==> config.mk <==
export PLATFORM = sky130hd
export DESIGN_NAME = fpadd_arb
export DESIGN_NICKNAME = d
export VERILOG_FILES = /design/src/rtl/fpadd_arb.sv
export SDC_FILE = /design/constraint.sdc
export NUM_CORES = 1
export LEC_CHECK = 0
export ABC_AREA = 1
export BUFFER_PORTS_ARGS = -buffer_cell sky130_fd_sc_hd__clkbuf_2
export CAP_MARGIN = 0
export CORE_MARGIN = 2
export CORE_UTILIZATION = 40
export CTS_BUF_LIST = sky130_fd_sc_hd__clkbuf_8
export DETAILED_ROUTE_END_ITERATION = 10
export PLACE_DENSITY_LB_ADDON = 0.3
export SLEW_MARGIN = 20
export SYNTH_ARGS = -nofsm -noshare
export SYNTH_HDL_FRONTEND = slang
export SYNTH_SLANG_ARGS = --single-unit
==> constraint.sdc <==
create_clock -name clk -period 1.7 [get_ports clk]
set_input_delay 0.085 -clock clk [delete_from_list [all_inputs] [get_ports clk]]
set_output_delay 0.085 -clock clk [all_outputs]
set_load 0.03 [all_outputs]
==> src/rtl/fpadd_arb.sv <==
// rtl/fpadd_arb.sv - round-robin arbiter sharing one fixed-latency fpadd between two requesters
// Optional feature: define FPADD_ARB_OPCOUNT_EN to enable the saturating completed-operation counter.
module fpadd_arb #(
  parameter int LATENCY = 4
) (
  input  logic       clk,
  input  logic       clr,
  input  logic       req0,
  input  logic [7:0] a0,
  input  logic [7:0] b0,
  input  logic       req1,
  input  logic [7:0] a1,
  input  logic [7:0] b1,
  output logic [7:0] fa_a,
  output logic [7:0] fa_b,
  output logic       fa_start,
  input  logic [7:0] fa_s,
  output logic [7:0] result,
  output logic       done0,
  output logic       done1,
  output logic       busy,
  output logic [7:0] op_count
);

  typedef enum logic [1:0] {IDLE, ISSUE, WAIT, DONE} state_t;

  localparam logic [3:0] LAT = LATENCY[3:0];

  state_t     state;
  state_t     state_nxt;
  logic       owner;
  logic       last;
  logic [3:0] cnt;
  logic       grant_any;
  logic       grant_sel;

  // Round-robin choice: a lone request wins outright, a tie goes to whoever was not served last.
  always_comb begin
    grant_any = req0 | req1;
    grant_sel = (req0 & req1) ? ~last : req1;
  end

  // Next-state and Moore outputs; pulses are decoded from the state so they last exactly one cycle.
  always_comb begin
    state_nxt = state;
    fa_start  = 1'b0;
    done0     = 1'b0;
    done1     = 1'b0;
    busy      = (state != IDLE);
    case (state)
      IDLE:  if (grant_any) state_nxt = ISSUE;
      ISSUE: begin
        fa_start  = 1'b1;
        state_nxt = WAIT;
      end
      WAIT:  if (cnt == 4'd1) state_nxt = DONE;
      DONE:  begin
        done0     = ~owner;
        done1     = owner;
        state_nxt = IDLE;
      end
      default: state_nxt = IDLE;
    endcase
  end

  // State register.
  always_ff @(posedge clk or negedge clr) begin
    if (!clr) state <= IDLE;
    else      state <= state_nxt;
  end

  // Grant capture, latency countdown and result capture; the pointer resets to favour requester 0.
  always_ff @(posedge clk or negedge clr) begin
    if (!clr) begin
      fa_a   <= 8'h00;
      fa_b   <= 8'h00;
      owner  <= 1'b0;
      last   <= 1'b1;
      cnt    <= 4'd0;
      result <= 8'h00;
    end else begin
      case (state)
        IDLE: if (grant_any) begin
          fa_a  <= grant_sel ? a1 : a0;
          fa_b  <= grant_sel ? b1 : b0;
          owner <= grant_sel;
          last  <= grant_sel;
        end
        ISSUE: cnt <= LAT;
        WAIT: begin
          cnt <= cnt - 4'd1;
          if (cnt == 4'd1) result <= fa_s;
        end
        default: ;
      endcase
    end
  end

`ifdef FPADD_ARB_OPCOUNT_EN
  // Count completed operations, sticking at 0xFF.
  always_ff @(posedge clk or negedge clr) begin
    if (!clr)                                      op_count <= 8'h00;
    else if (state == DONE && op_count != 8'hFF)   op_count <= op_count + 8'd1;
  end
`else
  assign op_count = 8'h00;
`endif

endmodule

==> results_dict.tcl <==
set metrics [dict create \
    die_h_um 69.8 \
    setup_viol 0 \
    numCtsBuffers 5 \
    mostFrequentLayoutCells "nand2_1 (92), clkbuf_2 (71), dfrtp_1 (31)" \
    path_buf_inv 3 \
    antenna_found_initial 0 \
    io_pins 80 \
    syn_area_per_cell_sq_um 7.69 \
    synth_area_sq_mm 0.00173 \
    root_buffer "clkbuf_8" \
    antenna_cells 0 \
    period_share_pct 88.4 \
    timing.setup.tns_ns 0 \
    tightest_slew_ns 0.779 \
    synthXorXnorAreaFrac_pct 0 \
    die_w_um 69.8 \
    place_hpwl_um 2850 \
    die_area_sq_mm 0.00487 \
    wire_per_inst_um 10.5 \
    synth-seq-cells 32 \
    cp_cell_sequence "inv_1 -> ha_1 -> inv_1 -> a21oi_4 -> buf_4 -> nand3_1 -> nand2_1" \
    reg2reg_setup_slack_ns 0.20 \
    overflow 0 \
    whs_ns 0.0223 \
    critPathKind "reg -> reg" \
    ir_drop_mv 0.874 \
    layout.nets 351 \
    synth.area.mux_share_pct 0 \
    cpLargestDelayFamily "buffers and inverters" \
    worst-path-max-fanout 11 \
    outcome "complete, no violations" \
    drt_first_pass_iters 5 \
    layout.cells.non_filler 351 \
    grt_pass1_vias 1488 \
    drc 0 \
    synthCells 225 \
    worst_hold_path_type "in -> reg" \
    cp_slowest_cell "dfrtp_1" \
    rsz0062_at_grt "false" \
    clockBufferDepth 2 \
    maxSlewViolCount 0 \
    fp.coreArea_sq_mm 0.00409 \
    synthAdderAreaFrac_pct 5.07 \
    port_buffers 71 \
    area_delta_synth_final_pct 27.4 \
    routed_via_density 4.52 \
    dpl.cell_count 342 \
    row_count 23 \
    slowest_delay_ns 0.42 \
    layout_commonest_cell "nand2_1" \
    cts.htree.levels 2 \
    slew_headroom_pct 48.0 \
    groute.usage.overall_pct 16.7 \
    postCtsSetupRepairBufs 0 \
    cts_tree "yes" \
    cp.arrival_ns 1.73 \
    min_period_ns 1.50 \
    seq_area_frac_synth_pct 46.4 \
    drv_cap 0 \
    insertion_delay_ns 0.28 \
    ant_nets 0 \
    gp_congestion 0.754 \
    totalWireLength_um 3700 \
    synth_cell_types 20 \
    vias 1587 \
    initial_core_util_pct 42.3 \
    power_leakage_nw 1.33 \
    grt_pass1_wl_um 6560 \
    start_kind "flip-flop" \
    yosys.area_share.simple_pct 32.4 \
    synth_top_family_by_area "simple AND/OR/NAND/NOR gates" \
    clock_sinks 32 \
    drive_above_1_share_pct 30.2 \
    crit_top_cell "inv_1" \
    yosysWarnings 0 \
    first_iter_violations 72 \
    clkSlewWorstSetupHoldPaths_ns 0.07 \
    p_per_area_mw_per_mm2 1850 \
    cp-end-kind "flip-flop" \
    grt_max_degree 33 \
    hold_violations 0 \
    synth_compound_area_share_pct 4.12 \
    cp.required_ns 1.92 \
    finClkSkew_ns 0.00198 \
    max_freq_ghz 0.666 \
]
## power by group
part	switching (mW)	internal, mW
Sequential	0.212	1.13
Combinational	1.49	0.666
Clock	0.294	0.289
## worst register-to-register path: stages, from the launching register on
cell and delay [ns]:
dfrtp_1 0.42, inv_1 0.12, ha_1 0.20, inv_1 0.10, a21oi_4 0.23, buf_4 0.22
nand3_1 0.09, nand2_1 0.07
## final cells by class
type | instances | area [sq um]
inverters | 26 | 100
fillers | 403 | 1880
clock buffers | 5 | 68.8
flip-flops and latches | 32 | 802
repair buffers | 76 | 395
clock inverters | 3 | 23.8
multi-input cells | 159 | 749
well taps | 50 | 62.6
## what timing repair did
action,CTS,global route
hold endpoints to repair,31,0
resized for setup,0,2
hold buffers,1,0
endpoints found under the setup margin,0,1
## logic make-up (layout without fill, tap and decap cells)
| group | Yosys count | in the layout |
|---|---|---|
| other | 1 | 8 |
| AO/OA/AOI/OAI | 12 | 12 |
| flip-flops | 32 | 32 |
| buffers and inverters | 41 | 110 |
| AND/OR/NAND/NOR | 132 | 132 |
| adder cells (fa/ha/maj) | 7 | 7 |
## synthesized netlist by cell type
| cell | n | area share [%] |
|---|---|---|
| nand2_1 | 92 | 20 |
| dfrtp_1 | 31 | 45 |
| inv_1 | 24 | 5.2 |
| nand3_1 | 23 | 6.7 |
| buf_4 | 11 | 4.8 |
| o21ai_0 | 10 | 2.9 |
| ha_1 | 7 | 5.1 |
| nand3b_1 | 7 | 3.0 |
| nor2_1 | 6 | 1.3 |
| or2_2 | 3 | 1.1 |
| inv_2 | 2 | 0.43 |
| a21oi_1 | 1 | 0.29 |
| a21oi_4 | 1 | 0.94 |
| buf_1 | 1 | 0.22 |
| buf_2 | 1 | 0.29 |
| buf_6 | 1 | 0.65 |
| clkbuf_1 | 1 | 0.22 |
| conb_1 | 1 | 0.22 |
| dfstp_2 | 1 | 1.5 |
| nand2_2 | 1 | 0.36 |
## metrics by stage
stage	setup slack, ns	cell area [sq um]	total power, mW	utilization (%)
3_3_place_gp	0.278	2100	3.49	51.3
5_1_grt	0.0179	2200	4.43	53.9
3_5_place_dp	0.216	2100	3.53	51.3
2_1_floorplan	0.182	1760	2.94	-
6_report	0.197	2200	4.08	53.9
4_1_cts	0.190	2200	4.13	53.8
## state kept, by name, indices dropped and copies added, names as in the netlist
register / flops
fa_a: 8
cnt: 4
result: 8
fa_b: 8
state: 2
last: 1
owner: 1
## routing by layer
metal | wire length [um] | share of wire (%) | track usage (%)
met1 | 1640 | 44 | 20.9
met2 | 1810 | 49 | 28.2
met3 | 209 | 5.6 | 4.36
met4 | 33 | 0.89 | 4.91
met5 | 0 | 0 | 0
## worst paths after layout
| kind | startpoint | to | depth (start not counted) |
|---|---|---|---|
| setup / recovery | state[1] | fa_a[7] | 7 |
| hold / removal | fa_s[6] | result[6] | 3 |
| setup reg to reg | state[1] | fa_a[7] | 7 |
| hold reg to reg | last | last | 2 |
| max in group asynchronous | clr | fa_a[3] | 2 |
| min in group asynchronous | clr | fa_b[0] | 2 |
No activity file was read; power rests on OpenSTA's default activity.
